**config.mk**
```make
export PLATFORM = sky130hd
export DESIGN_NAME = data_cache
export DESIGN_NICKNAME = d
export VERILOG_FILES = /design/src/rtl/data_cache.sv
export SDC_FILE = /design/constraint.sdc
export NUM_CORES = 2
export LEC_CHECK = 0
export CAP_MARGIN = 20
export CORE_MARGIN = 10
export CORE_UTILIZATION = 29
export DETAILED_ROUTE_END_ITERATION = 8
export GPL_TIMING_DRIVEN = 0
export PLACE_DENSITY = 0.5
export SKIP_LAST_GASP = 1
export SYNTH_ARGS = -nofsm -noshare
export SYNTH_HDL_FRONTEND = slang
export SYNTH_SLANG_ARGS = --single-unit
```
**constraint.sdc**
```tcl
create_clock -name clock -period 3.95 [get_ports clock]
set_input_delay 0.79 -clock clock [delete_from_list [all_inputs] [get_ports clock]]
set_output_delay 0.79 -clock clock [all_outputs]
set_load 0.05 [all_outputs]
```
**src/rtl/data_cache.sv**
```systemverilog
// data_cache: direct-mapped, write-through, write-no-allocate byte cache in
// front of a fixed-latency backing memory, with saturating hit/miss counters.
module data_cache #(
    parameter int NBITS       = 8,
    parameter int NLINES      = 8,
    parameter int MEM_LATENCY = 3
) (
    input  logic             clock,
    input  logic             reset,
    input  logic [NBITS-1:0] ADDR,
    input  logic [NBITS-1:0] WriteData,
    input  logic             MemRead,
    input  logic             MemWrite,
    output logic [NBITS-1:0] ReadData,
    output logic             busy,
    output logic [NBITS-1:0] hits,
    output logic [NBITS-1:0] misses
);
    localparam int IW    = $clog2(NLINES);
    localparam int TW    = NBITS - IW;
    localparam int CW    = (MEM_LATENCY > 1) ? $clog2(MEM_LATENCY) : 1;
    localparam int DEPTH = 1 << NBITS;
    localparam logic [CW-1:0] CNT_INIT = CW'(MEM_LATENCY - 1);

    typedef enum logic [1:0] {IDLE, FILL, WRITE} state_t;

    state_t            r_state, w_next;
    logic [CW-1:0]     r_cnt;
    logic [NBITS-1:0]  r_addr, r_wdata;
    logic [NBITS-1:0]  r_hits, r_misses;
    logic [NLINES-1:0] r_valid;
    logic [TW-1:0]     r_tag  [NLINES];
    logic [NBITS-1:0]  r_line [NLINES];
    logic [NBITS-1:0]  r_mem  [DEPTH];

    logic [IW-1:0]    w_idx_in, w_wr_idx, w_fill_idx;
    logic [TW-1:0]    w_tag_in, w_wr_tag, w_fill_tag;
    logic             w_hit, w_done, w_wr_line_hit;
    logic             w_accept_wr, w_rd_hit, w_rd_miss, w_fill, w_mem_we;
    logic [NBITS-1:0] w_mem_waddr, w_mem_wdata;

    assign w_idx_in   = ADDR[IW-1:0];
    assign w_tag_in   = ADDR[NBITS-1:IW];
    assign w_fill_idx = r_addr[IW-1:0];
    assign w_fill_tag = r_addr[NBITS-1:IW];
    assign w_hit      = r_valid[w_idx_in] && (r_tag[w_idx_in] == w_tag_in);
    assign w_done     = (r_cnt == '0);

    assign w_wr_idx      = w_mem_waddr[IW-1:0];
    assign w_wr_tag      = w_mem_waddr[NBITS-1:IW];
    assign w_wr_line_hit = r_valid[w_wr_idx] && (r_tag[w_wr_idx] == w_wr_tag);

    assign hits   = r_hits;
    assign misses = r_misses;

    // Next-state, handshake outputs and per-cycle action strobes; everything
    // is held inert while reset is high so requests during reset are ignored.
    always_comb begin
        w_next      = r_state;
        busy        = 1'b0;
        ReadData    = '0;
        w_accept_wr = 1'b0;
        w_rd_hit    = 1'b0;
        w_rd_miss   = 1'b0;
        w_fill      = 1'b0;
        w_mem_we    = 1'b0;
        w_mem_waddr = r_addr;
        w_mem_wdata = r_wdata;
        if (!reset) begin
            case (r_state)
                IDLE: begin
                    if (MemWrite) begin
                        if (MEM_LATENCY == 1) begin
                            // single-cycle memory: commit straight from the inputs
                            w_mem_we    = 1'b1;
                            w_mem_waddr = ADDR;
                            w_mem_wdata = WriteData;
                        end else begin
                            busy        = 1'b1;
                            w_accept_wr = 1'b1;
                            w_next      = WRITE;
                        end
                    end else if (MemRead) begin
                        if (w_hit) begin
                            ReadData = r_line[w_idx_in];
                            w_rd_hit = 1'b1;
                        end else begin
                            busy      = 1'b1;
                            w_rd_miss = 1'b1;
                            w_next    = FILL;
                        end
                    end
                end
                FILL: begin
                    if (w_done) begin
                        ReadData = r_mem[r_addr];
                        w_fill   = 1'b1;
                        w_next   = IDLE;
                    end else begin
                        busy = 1'b1;
                    end
                end
                WRITE: begin
                    if (w_done) begin
                        w_mem_we = 1'b1;
                        w_next   = IDLE;
                    end else begin
                        busy = 1'b1;
                    end
                end
                default: w_next = IDLE;
            endcase
        end
    end

    // Control state: FSM, latency counter, request latches, valid bits, counters.
    always_ff @(posedge clock) begin
        if (reset) begin
            r_state  <= IDLE;
            r_cnt    <= '0;
            r_addr   <= '0;
            r_wdata  <= '0;
            r_valid  <= '0;
            r_hits   <= '0;
            r_misses <= '0;
        end else begin
            r_state <= w_next;
            if (w_accept_wr || w_rd_miss) begin
                r_addr <= ADDR;
                r_cnt  <= CNT_INIT;
            end else if ((r_state != IDLE) && !w_done) begin
                r_cnt <= r_cnt - 1'b1;
            end
            if (w_accept_wr)
                r_wdata <= WriteData;
            if (w_fill)
                r_valid[w_fill_idx] <= 1'b1;
            if (w_rd_hit && (r_hits != '1))
                r_hits <= r_hits + 1'b1;
            if (w_rd_miss && (r_misses != '1))
                r_misses <= r_misses + 1'b1;
        end
    end

    // Storage arrays survive reset; only the strobes above (gated by reset) move them.
    always_ff @(posedge clock) begin
        if (w_fill) begin
            r_line[w_fill_idx] <= r_mem[r_addr];
            r_tag[w_fill_idx]  <= w_fill_tag;
        end
        if (w_mem_we) begin
            r_mem[w_mem_waddr] <= w_mem_wdata;
            // write-through: refresh the cached copy only if this address is resident
            if (w_wr_line_hit)
                r_line[w_wr_idx] <= w_mem_wdata;
        end
    end
endmodule
```
# --- After elaboration in Yosys (flattened, before gate mapping) ---
# Memories as Yosys holds them, arrays and structs flattened. A register that Yosys moved wholly into a read port is not among the register bits.
# Cells that the tools add are included.
op_classes:
  n_addsub: 3
  mul: 0
  n_div: 0
  order_cmp: 3
  eq_ne: 9
  n_shift: 0
  mux: 53
  n_bitwise: 2
  n_reduce_logical: 15
ops:
  columns: ["cell", "n"]
  rows:
  - ["8-bit 2-to-1 mux", 8]
  - ["1-bit 2-to-1 mux", 31]
  - ["8-bit by 1-bit adder with 8-bit output (second input constant)", 2]
  - ["8-bit inequality test (second input constant)", 2]
  - ["8-bit case mux with 2 select lines", 1]
  - ["2-bit 2-to-1 mux", 6]
  - ["5-bit == test", 2]
  - ["3-bit by 4-bit < comparator with 1-bit output (second input constant)", 2]
  - ["8-bit OR", 1]
  - ["1-bit binary-select mux with 3-bit select", 2]
  - ["1-bit logical AND", 6]
  - ["3-bit 2-to-1 mux", 2]
  - ["3-bit inequality test (second input constant)", 2]
  - ["2-bit logical NOT", 2]
  - ["2-bit case mux with 2 select lines", 1]
  - ["2-bit nonzero test", 2]
  - ["2-bit OR reduction", 2]
  - ["1-bit demux with 3-bit select", 1]
  - ["3-bit by 1-bit >= comparator with 1-bit output (second input constant)", 1]
  - ["3-bit AND reduction", 1]
  - ["2-bit by 1-bit == test with 1-bit output (second input constant)", 1]
  - ["2-bit == test (second input constant)", 1]
  - ["2-bit by 1-bit inequality test with 1-bit output (second input constant)", 1]
  - ["1-bit case mux with 2 select lines", 1]
  - ["4 further kinds", 4]
word_totals:
  reg_bits: 44
  latch_bits: 0
  mem_bits_rw: 2152
  rom_bits: 0
  in_bits: 20
  output_inout_bits: 25
  wordCells: 96
  mem_count: 3
mem_list:
  columns: ["memory", "depth", "word_bits", "rd", "rd_clocked_by_memory_dff", "write_ports", "line", "text"]
  rows:
  - ["r_mem", 256, 8, 1, 1, 1, "34", "logic [NBITS-1:0] r_mem [DEPTH];"]
  - ["r_line", 8, 8, 1, 0, 1, "33", "logic [NBITS-1:0] r_line [NLINES];"]
  - ["r_tag", 8, 5, 2, 1, 1, "32", "logic [TW-1:0] r_tag [NLINES];"]

# --- Longest topological paths before layout ---
logic_depth:
  depth_word: 11
  mapped_depth: 13
  ltp_nobuf: 8

# --- Least setup slack after synthesis ---
# Ideal clock, no wire load.
synth_timing:
  path_kind: "input to output"
  start: "in ADDR[1]"
  end: "out busy"
  arrival_ns: 4.563
  t_required_ns: 3.160
  path_slack_ns: -1.403
  path_stages: 8
  path_buffers: 2
  path_cell_list: "buf_2 buf_4 mux2i_1 mux4_2 xor2_1 nand4_1 o21ai_0 a2111oi_0"
synth_via:
  elab_chain_cells: 8
  elab_cells_between_ends: 10
  classes_between: "1 x eq/ne; 7 x mux; 1 x reduce/logical; 1 x memory"
synth_lines:
  columns: ["item", "line", "text"]
  rows:
  - ["start, declared", "10", "input logic [NBITS-1:0] ADDR,"]
  - ["memory 8 x 5 bit or 1-bit binary-select mux with 3-bit select (tied branches)", null, null]
  - ["5-bit == test or 1-bit 2-to-1 mux (tied branches)", "46", "assign w_hit = r_valid[w_idx_in] && (r_tag[w_idx_in] == w_tag_in);"]
  - ["1-bit logical AND *", "46", null]
  - ["1-bit 2-to-1 mux *", "84", "if (w_hit) begin"]
  - ["1-bit 2-to-1 mux *", "83", "end else if (MemRead) begin"]
  - ["1-bit 2-to-1 mux *", "72", "if (MemWrite) begin"]
  - ["1-bit case mux with 2 select lines *", "70", "case (r_state)"]
  - ["1-bit 2-to-1 mux *", "69", "if (!reset) begin"]
  - ["end, declared", "15", "output logic busy,"]
# Mark *: on every way between the ends. The rest lies on a longest branch, timed or not. The select of a mux whose other input is x is not followed.

==> summary.txt <==
GRT
  • Largest net degree at the start of global routing: 95
  • First-pass GRT wire length: 446,000 microns
  • Initial antenna violation count: 18
  • Number of global-route vias before repair: 47,600
  • Total GRT Usage: 20.6%
  • GRT Residual Overflow: 0

Route
  • Total Routed Length: 340,000 microns
  • Drt wl/cell: 38.0 microns
  • Initial DRC count: 7,558
  • Drt via density: 5.58
  • Remaining antenna violation count: 0
  • DR vias: 49,900
  • DRC Markers: 0
  • First drt pass iteration count: 8

Synthesis
  • Area share of the largest cell type after synthesis: 74.9%
  • Commonest cells in the netlist: 2,152 x edfxtp_1, 513 x mux4_2, 330 x nor2_1
  • Cells after synthesis: 4,283
  • Ys flop type: edfxtp_1
  • Count leader, synth: edfxtp_1
  • Post-synth EDFFs: 2,152
  • Synth warn: 0
  • Register area share after synthesis: 76.1%
  • Syn Nets: 4,310
  • Largest cells by area after synthesis: edfxtp_1 75%, mux4_2 13%, mux2i_1 1.7%, nor2_1 1.4%, dfxtp_1 1.2%
  • Yosys cell types: 68
  • Synthesized flop and latch total: 2,204
  • Syn avg cell area: 20.1 sq um
  • Synthesized area: 0.0863 sq mm
  • Asr flop ratio synth: 0%
  • Largest area contributor in the netlist: edfxtp_1

Placement
  • Placed cell count: 8,318
  • IO buf count: 41
  • Placer congestion estimate: 0.964
  • Detail Placement HPWL: 222,000 microns
  • Pre-CTS WS: -3.83 ns

Clock network
  • H-tree depth: 4
  • Clk Latency, worst-skew pair: 0.89 ns
  • Root Buffer: clkbuf_16
  • Clk slew on worst S/H paths: 0.06 ns
  • Num CTS Buffers: 225
  • Clock tree from TritonCTS: yes
  • CTS sink cnt: 2,204
  • CTS Buffer Depth: 3

Power and ir drop
  • Leakage power: 32.4 nW
  • Max VDD drop: 0.492 mV
  • Int Pwr: 0.0401 W
  • Total power: 0.0550 W
  • Clock power share: 37.3%
  • P_sw: 0.0148 W
  • PD cells: 515 mW/mm^2
  • Power share of the combinational group: 15.2%
  • Switching share of power: 27.0%
  • Sequential power share: 47.5%

Critical path
  • Worst setup EP type: output pin
  • Slowest CP cell: clkbuf_1
  • Buffers & Inverters on Critical Path: 4
  • CP Data Arrival Time: 4.47 ns
  • Reg-to-reg setup timing slack: -0.19 ns
  • Delay-heaviest family, CP: buffers and inverters
  • Critical-path cell list: clkbuf_1 -> buf_6 -> inv_1 -> nor3_1 -> a32oi_2 -> a32oi_4 -> a211o_4 -> o22ai_2 -> buf_6
  • Slowest stage delay, CP: 0.69 ns
  • WP data required: 3.16 ns
  • WS Path Type: reg -> out
  • CP startpoint kind: flip-flop
  • Most used cell, CP: buf_6
  • Crit Path Max Fanout: 8

Timing
  • Unrepaired setup endpoints after global routing: yes
  • Fmax: 190 MHz
  • Fin crit share: 133%
  • Final worst slack: -1.31 ns
  • Final hold violation count: 0
  • Final setup violation count: 336
  • Hold Slack: 0.467 ns
  • Slew Limit Fails: 0
  • Worst Skew: 0.0638 ns
  • Relative slew slack: 11.4%
  • Fin crit period: 5.26 ns
  • Worst-Margin Slew: 1.33 ns

Outcome
  • Status: finished with violations
  • Failing checks: setup timing

Die
  • Die ar.: 0.320 sq mm
  • Rows: 200
  • Initial core utilization: 29.1%
  • Io pins: 45
  • Die width: 566 microns
  • Die height: 566 microns
  • Core area: 0.297 sq mm

Cells and area
  • Area growth, synth to finish: 23.8%
  • Layout cells sized above 1: 34.2%
  • Fillers: 27,400
  • Fin cells: 8,942
  • Final core occ: 36.0%
  • Final nets: 4,839

Worst hold path
  • Worst hold path class: reg -> reg

Run
  • Maxcap violations: 0
==> power groups by stage <==
stage | Clock (W) | Combinational [W] | Sequential, W
5_1_grt | 0.0216 | 0.00834 | 0.0261
3_3_place_gp | 0 | 0.00568 | 0.0271
3_5_place_dp | 0 | 0.00637 | 0.0266
2_1_floorplan | 0 | 0.00270 | 0.0268
4_1_cts | 0.0206 | 0.00797 | 0.0261
6_report | 0.0205 | 0.00834 | 0.0261
==> cells in the final DEF, fill, tap and decap left out, drive strengths merged, types with 14 or more instances in the layout <==
cell type	instances
clkdlybuf4s50	32
clkinv	113
a211oi	15
a31oi	14
edfxtp	2152
nor2	330
nand2	172
a21oi	72
dfxtp	52
o21ai	44
buf	417
clkbuf	393
inv	24
mux2i	145
nand3	47
mux4	513
a22oi	76
mux2	43
nand4	16
nor2b	25
nor3	28
o22ai	60
==> registers in the layout, indices dropped and copies added (netlist names), 8 cells and up, named ones only <==
register / cells
r_addr: 8
r_valid: 8
hits: 8
r_mem: 2048
r_tag: 40
r_wdata: 8
misses: 8
r_line: 64
==> per-layer routing <==
metal / wire length [microns] / global-route usage [%]
met4: 19300 / 9.64
met3: 38600 / 6.21
met1: 134000 / 28.0
met5: 44 / 0
met2: 147000 / 30.4
==> metrics by stage <==
step           cell area [sq um]  setup TNS [ns]
2_1_floorplan              86300           -1.91
3_3_place_gp               91700        -3642.12
3_5_place_dp               92900        -1471.54
4_1_cts                   106000          -17.12
5_1_grt                   107000          -21.44
6_report                  107000          -29.24
==> logic make-up after synthesis <==
family	after synthesis	synth area share (%)
flops	2204	76.1
fa+ha+maj	7	0.101
buf+inv	279	1.51
xor+xnor	10	0.101
simple gates	710	3.67
compound gates	372	2.90
mux	701	15.6
==> final timing paths <==
path,start,endpoint,cells past startpoint
setup / recovery,flip-flop,ReadData[2],9
hold / removal,r_valid[2]$_SDFFE_PP0P_,r_valid[2]$_SDFFE_PP0P_,1
setup reg to reg,r_cnt[1]$_SDFFE_PP0P_,r_mem[171][1]$_DFFE_PP_,8
hold reg to reg,r_valid[2]$_SDFFE_PP0P_,r_valid[2]$_SDFFE_PP0P_,1
==> cell type report <==
class / count / area, sq um / area share [%]
diodes: 6 / 15.0 / 0.0141
well taps: 3939 / 4930 / 4.61
inverters: 22 / 100 / 0.0937
flip-flops and latches: 2204 / 65700 / 61.5
clock buffers: 285 / 5900 / 5.52
clock inverters: 127 / 1020 / 0.951
plain buffers: 252 / 3770 / 3.53
repair buffers: 307 / 3910 / 3.66
multi-input cells: 1800 / 21500 / 20.1
==> timing repair <==
action / in CTS / in global routing
hold buffers: 0 / 0
resized for setup: 1080 / 120
endpoints found under the setup margin: 1329 / 823
pin swaps: 55 / 25
gates cloned: 2 / 0
buffers inserted: 173 / 36
No activity file was read; power rests on OpenSTA's default activity.
